**config.mk**
```make
export PLATFORM = sky130hd
export DESIGN_NAME = cordic_vec
export DESIGN_NICKNAME = d
export VERILOG_FILES = /design/src/rtl/cordic_pkg.sv /design/src/rtl/cordic_atan_lut.sv /design/src/rtl/cordic_vec.sv
export SDC_FILE = /design/constraint.sdc
export NUM_CORES = 2
export LEC_CHECK = 0
export ABC_CLOCK_PERIOD_IN_PS = 12100
export BUFFER_PORTS_ARGS = -buffer_cell sky130_fd_sc_hd__buf_2
export CORE_ASPECT_RATIO = 1.1
export CORE_MARGIN = 3
export CORE_UTILIZATION = 30
export CTS_CLUSTER_DIAMETER = 120
export DETAILED_ROUTE_END_ITERATION = 12
export PLACE_DENSITY = 0.44
export SYNTH_ARGS = -nofsm -noshare
export SYNTH_HDL_FRONTEND = slang
export SYNTH_SLANG_ARGS = --single-unit
```
**constraint.sdc**
```tcl
create_clock -name clk -period 12.1 [get_ports clk]
set_clock_uncertainty 0.1 [all_clocks]
set_input_delay 2.42 -clock clk [delete_from_list [all_inputs] [get_ports clk]]
set_output_delay 2.42 -clock clk [all_outputs]
set_load 0.1 [all_outputs]
```
**src/rtl/cordic_pkg.sv**
```systemverilog
// Constants shared by the rotation and vectoring CORDIC blocks.
// Angles are signed degrees x 1e7.
package cordic_pkg;

   localparam int unsigned ATAN_ENTRIES = 28;

   localparam logic signed [31:0] DEG_180      = 32'sd1_800_000_000;
   localparam logic        [31:0] CORDIC_INV_K = 32'h9B74EDA8;

   // atan(2^-i) in degrees x 1e7
   localparam logic [31:0] ATAN_LUT [0:ATAN_ENTRIES-1] = '{
      32'd450_000_000, 32'd265_650_512, 32'd140_362_435, 32'd71_250_163,
      32'd35_763_344,  32'd17_899_106,  32'd8_951_737,   32'd4_476_142,
      32'd2_238_105,   32'd1_119_057,   32'd559_529,     32'd279_765,
      32'd139_882,     32'd69_941,      32'd34_971,      32'd17_485,
      32'd8_743,       32'd4_371,       32'd2_186,       32'd1_093,
      32'd546,         32'd273,         32'd137,         32'd68,
      32'd34,          32'd17,          32'd9,           32'd4
   };

   typedef enum logic [2:0] {
      ST_IDLE,
      ST_PRE,
      ST_ITER,
      ST_SCALE,
      ST_DONE
   } cordic_state_e;

endpackage

```
**src/rtl/cordic_atan_lut.sv**
```systemverilog
// Combinational micro-rotation angle lookup, shared by both CORDIC modes.
module cordic_atan_lut
   import cordic_pkg::*;
(
   input  logic [4:0]  idx_i,
   output logic [31:0] atan_o
);

   always_comb begin
      atan_o = '0;
      if (idx_i < 5'(ATAN_ENTRIES)) atan_o = ATAN_LUT[idx_i];
   end

endmodule

```
**src/rtl/cordic_vec.sv**
```systemverilog
// Vectoring-mode CORDIC: (x, y) -> atan2 angle (degrees x 1e7) and
// gain-compensated magnitude, one micro-rotation per clock.
//
// state    | meaning
// IDLE     | waiting for start
// PRE      | quadrant pre-rotation / zero detect
// ITER     | micro-rotation i = 0 .. ITERATIONS-1
// SCALE    | 1/K scaling, angle wrap, load outputs
// DONE     | results held, done high, new start accepted
module cordic_vec
   import cordic_pkg::*;
#(
   parameter int DATA_W     = 32,
   parameter int ANG_W      = 32,
   parameter int ITERATIONS = 24
)(
   input  logic                     clk,
   input  logic                     rst,
   input  logic                     s,
   input  logic signed [DATA_W-1:0] x_in,
   input  logic signed [DATA_W-1:0] y_in,
   output logic                     done,
   output logic signed [ANG_W-1:0]  angle,
   output logic signed [DATA_W-1:0] magnitude
);

   localparam int XW = DATA_W + 2;
   localparam int ZW = ANG_W + 2;
   localparam int PW = XW + 33;
   localparam logic signed [ZW-1:0] Z_180 = ZW'(DEG_180);
   localparam logic signed [ZW-1:0] Z_360 = Z_180 + Z_180;

   cordic_state_e          state_q, state_d;
   logic                   s_dly_q;
   logic signed [XW-1:0]   x_q, x_d, y_q, y_d;
   logic signed [ZW-1:0]   z_q, z_d;
   logic [4:0]             i_q, i_d;
   logic                   hold_z_q, hold_z_d;
   logic                   done_q, done_d;
   logic signed [ANG_W-1:0]  angle_q, angle_d;
   logic signed [DATA_W-1:0] mag_q, mag_d;

   logic                   start;
   logic [31:0]            atan;
   logic signed [ZW-1:0]   atan_z, z_out;
   logic signed [XW-1:0]   x_sh, y_sh;
   logic [PW-1:0]          prod;
   logic [DATA_W-1:0]      mag_sat;

   cordic_atan_lut u_lut (
      .idx_i  (i_q),
      .atan_o (atan)
   );

   assign start  = s & ~s_dly_q;
   assign atan_z = $signed({{(ZW-32){1'b0}}, atan});
   assign x_sh   = x_q >>> i_q;
   assign y_sh   = y_q >>> i_q;

   // x is never negative after pre-rotation; sign-extend anyway so the product stays exact
   assign prod = {{(PW-XW){x_q[XW-1]}}, x_q} * {{(PW-32){1'b0}}, CORDIC_INV_K};
   assign mag_sat = (|prod[PW-1:DATA_W+31]) ? {1'b0, {(DATA_W-1){1'b1}}}
                                            : prod[DATA_W+31:32];

   // keep the reported angle inside (-180, +180]
   always_comb begin
      z_out = z_q;
      if (z_q <= -Z_180)     z_out = z_q + Z_360;
      else if (z_q > Z_180)  z_out = Z_180;
   end

   always_ff @(posedge clk or posedge rst) begin
      if (rst) begin
         state_q  <= ST_IDLE;
         s_dly_q  <= 1'b0;
         x_q      <= '0;
         y_q      <= '0;
         z_q      <= '0;
         i_q      <= '0;
         hold_z_q <= 1'b0;
         done_q   <= 1'b0;
         angle_q  <= '0;
         mag_q    <= '0;
      end else begin
         state_q  <= state_d;
         s_dly_q  <= s;
         x_q      <= x_d;
         y_q      <= y_d;
         z_q      <= z_d;
         i_q      <= i_d;
         hold_z_q <= hold_z_d;
         done_q   <= done_d;
         angle_q  <= angle_d;
         mag_q    <= mag_d;
      end
   end

   always_comb begin
      state_d  = state_q;
      x_d      = x_q;
      y_d      = y_q;
      z_d      = z_q;
      i_d      = i_q;
      hold_z_d = hold_z_q;
      done_d   = done_q;
      angle_d  = angle_q;
      mag_d    = mag_q;
      case (state_q)
         ST_IDLE, ST_DONE: begin
            if (start) begin
               done_d  = 1'b0;
               x_d     = XW'(x_in);
               y_d     = XW'(y_in);
               state_d = ST_PRE;
            end
         end
         ST_PRE: begin
            i_d      = '0;
            z_d      = '0;
            // y on the real axis: angle is exactly 0 or 180, only x needs iterating
            hold_z_d = (y_q == '0);
            state_d  = ST_ITER;
            if (x_q == '0 && y_q == '0) begin
               state_d = ST_SCALE;
            end else if (x_q[XW-1]) begin
               x_d = -x_q;
               y_d = -y_q;
               z_d = y_q[XW-1] ? -Z_180 : Z_180;
            end
         end
         ST_ITER: begin
            if (!y_q[XW-1]) begin
               x_d = x_q + y_sh;
               y_d = y_q - x_sh;
               if (!hold_z_q) z_d = z_q + atan_z;
            end else begin
               x_d = x_q - y_sh;
               y_d = y_q + x_sh;
               if (!hold_z_q) z_d = z_q - atan_z;
            end
            i_d = i_q + 5'd1;
            if (i_q == 5'(ITERATIONS-1)) state_d = ST_SCALE;
         end
         ST_SCALE: begin
            angle_d = z_out[ANG_W-1:0];
            mag_d   = mag_sat;
            done_d  = 1'b1;
            state_d = ST_DONE;
         end
         default: state_d = ST_IDLE;
      endcase
   end

   assign done      = done_q;
   assign angle     = angle_q;
   assign magnitude = mag_q;

endmodule

```
==> impl_results.md <==
- Post-DP HPWL: 124,000 µm
- Share of cells above drive strength 1: 8.59%
- Unique masters post-synth: a little under 100
- Seq cells post-synth: 177
- Status: complete, no violations
- Setup WS post-layout: around 2.5 ns
- Startpoint Class: flop
- Skew-Pair Late Insertion Delay: 0.56 ns
- CTS buffer count: 17
- Fin nets: 5,851
- Number of I/O pins: approximately 130
- Die W: 365 µm
- Mean Syn Cell Area: 8.99 µm²
- Area leader, netlist: fa_1
- Number of port buffers: 131
- Fin crit period: 9.65 ns
- Met2 wire length: 72,600 µm
- Synthesis-to-finish area growth: 7.44%
- First DRT Iteration DRCs: around 2,300
- Area of the multi-input gates: 33,800 µm²
- WP data required: 12.43 ns
- Top Metal Used: met4
- Initial antenna violation count: 4
- Post-synth EDFFs: 0
- Hold buffer count at cts: 0
- RSZ-0062 raised after global routing: no
- Height of the die: around 400 µm
- Final setup fails: 0
- Initial Util: 30.3%
- Post-synthesis sequential area ratio: 10.4%
- Largest cells by area after synthesis: fa_1 (27%), ha_1 (14%), dfrtp_1 (10%)
- Grt ovf: 0
- Placed cell areas: 45,100 µm²
- Top cells by count, synth: inv_1 (907), fa_1 (569), ha_1 (488)
- H-tree Lvls: 4
- Final GP Congestion: between 0.9 and 1
- Gr usage total: 20.8%
- Pre-CTS WS: between 2 and 2.5 ns
- Worst Hold Class: flop to flop
- Number of global-route vias before repair: 35,500
- Post-CTS resize count: 0
- Most common cell in the synthesized netlist: inv_1
- Met1 WL: approximately 68,000 µm
- Clock sink total: 177
- Final Slew Violations: 0
- Clock Tree Root: clkbuf_16
- # rows: approximately 140
- Clock Path Buffers: 2
- MaxCap Viol Count: 0
- Via-to-Cell Ratio: just over 5
- Routed via count: 34,000
- Final ANT Viol Nets: 0
- Reg clk slew, reported paths: 0.09 ns
- Max frequency: a little over 100 MHz
- Synth Instances: 4,733
- First-pass iteration count of the detailed router: 6
- Ys async rst share: 100%
- ANT cells: 0
- Endpoints failing hold: 0
- Finished Cell Area: roughly 46,000 µm²
- Synth Flop Type: dfrtp_1
- Share of the synthesized area in the top cell type: 26.8%
- CP Max Fanout: 31
- Layout fillers: approximately 15,000
- DRC: 0
- Crit. End Element: flop
- Area of the mapped netlist: approximately 43,000 µm²
- TritonCTS clock tree: yes
- Syn. warnings: 0
- Global-route wire length before repair: roughly 230,000 µm
- Die area: 146,000 µm²
- Register area: 4450 µm²
- Final worst path period share: 79.7%
- WL per Instance: 22.8 µm
- Worst slew pin tran: 1.26 ns
- Pin count of the biggest net entering global routing: 91
- DR WL met3: around 5700 µm
- Core area: 141,000 µm²
- Routed wire length: between 100,000 and 150,000 µm
- Setup CP Type: flop to flop
- Synthesized Nets: 5,857
- Arrival time worst endpoint: 9.98 ns
- Final setup TNS: 0 ns
- Relative slew margins: 15.9%
- Setup Fix Bufs, Post-CTS: 0
[cell usage in the layout, fill, tap and decap left out, types with 24 or more instances in the layout]
| cell | Yosys | layout |
|---|---|---|
| a22oi_1 | 40 | 40 |
| ha_1 | 488 | 488 |
| nand4_1 | 35 | 35 |
| a21oi_1 | 296 | 296 |
| mux2i_1 | 62 | 62 |
| nand3_1 | 68 | 68 |
| nor3_1 | 62 | 61 |
| and3_1 | 31 | 31 |
| inv_1 | 907 | 905 |
| or2_2 | 28 | 28 |
| buf_2 | 25 | 131 |
| nor2b_1 | 25 | 24 |
| and2_1 | 29 | 27 |
| mux4_2 | 88 | 88 |
| xnor2_1 | 151 | 151 |
| nand2_1 | 257 | 255 |
| a21o_1 | 60 | 60 |
| o21ai_0 | 179 | 179 |
| a211oi_1 | 56 | 56 |
| xor2_1 | 96 | 96 |
| nand2b_1 | 38 | 37 |
| nor2_1 | 252 | 249 |
| o22a_1 | 31 | 31 |
| o21a_1 | 26 | 26 |
| fa_1 | 569 | 569 |
| a221oi_1 | 29 | 29 |
| buf_4 | 4 | 59 |
| o211ai_1 | 30 | 30 |
| o31ai_1 | 32 | 32 |
| dfrtp_1 | 177 | 170 |
| a31oi_1 | 58 | 58 |
| o22ai_1 | 39 | 39 |
[flip-flops by register name (all words and copies together), names as in the netlist]
register	flops
angle	32
s_dly_q	1
z_q	34
hold_z_q	1
i_q	5
x_q	34
state_q	3
y_q	34
magnitude	32
done	1
[area by class of cell]
| type | count | share of cell area, % |
|---|---|---|
| Clock inverter | 14 | 0.474 |
| Sequential cell | 177 | 9.74 |
| Multi-Input combinational cell | 3432 | 74.0 |
| Timing Repair Buffer | 190 | 2.40 |
| Inverter | 909 | 7.48 |
| Tap cell | 1825 | 5.00 |
| Clock buffer | 18 | 0.961 |
[layer usage]
metal | track usage (%) | vias up
li1 | - | 15900
met1 | 28.6 | 17200
met2 | 34.9 | 789
met3 | 2.36 | 138
met4 | 5.21 | 0
met5 | 0 | -
[worst max-delay path, stage by stage, from the launching register on]
cell and delay (ns):
dfrtp_1 0.77, inv_1 0.40, fa_1 0.58, fa_1 0.52, inv_1 0.06, fa_1 0.53
fa_1 0.46, fa_1 0.54, fa_1 0.53, fa_1 0.55, inv_1 0.05, fa_1 0.50
inv_1 0.05, ha_1 0.33, or2_2 0.31, a21oi_1 0.14, a21oi_1 0.09, o32ai_1 0.77
o221ai_1 0.45, a31o_2 0.41, o41ai_1 0.33, nand2_1 0.09, a211o_1 0.31, buf_4 0.24
o32a_1 0.39
[stage by stage]
| step | hold slack, ns | std cells | util [%] |
|---|---|---|---|
| after floorplan | 0.330 | 4733 | - |
| after global placement | 0.345 | 6533 | 32.1 |
| after detailed placement | 0.357 | 6533 | 32.1 |
| after CTS | 0.379 | 6565 | 32.5 |
| after global routing | 0.394 | 6565 | 32.5 |
| final | 0.375 | 6565 | 32.5 |
[final timing paths]
path                           start             to  slack [ns]  cells after the start
min in group asynchronous        rst      angle[24]        1.86                      2
max reg2reg                   x_q[7]  magnitude[28]        2.45                     24
max                           x_q[7]  magnitude[28]        2.45                     24
min reg2reg                angle[23]      angle[23]        0.38                      2
min                        angle[23]      angle[23]        0.38                      2
max in group asynchronous        rst         i_q[0]        8.19                      4
[cell families (layout without fill, tap and decap cells)]
kind of cell,after synthesis,in the layout,synth area share (%)
buffers and inverters,1124,1131,10.3
adders and majority gates,1057,1057,41.1
AOI/OAI and AO/OA,1037,1037,15.9
and+or+nand+nor,921,921,10.6
xor gates and xnor gates,247,247,5.08
DFF,177,177,10.4
muxes,170,170,6.65
Power is left out: the tool's default activity adds up to more than one toggle a clock period on the data nets, which glitch-free logic cannot reach.
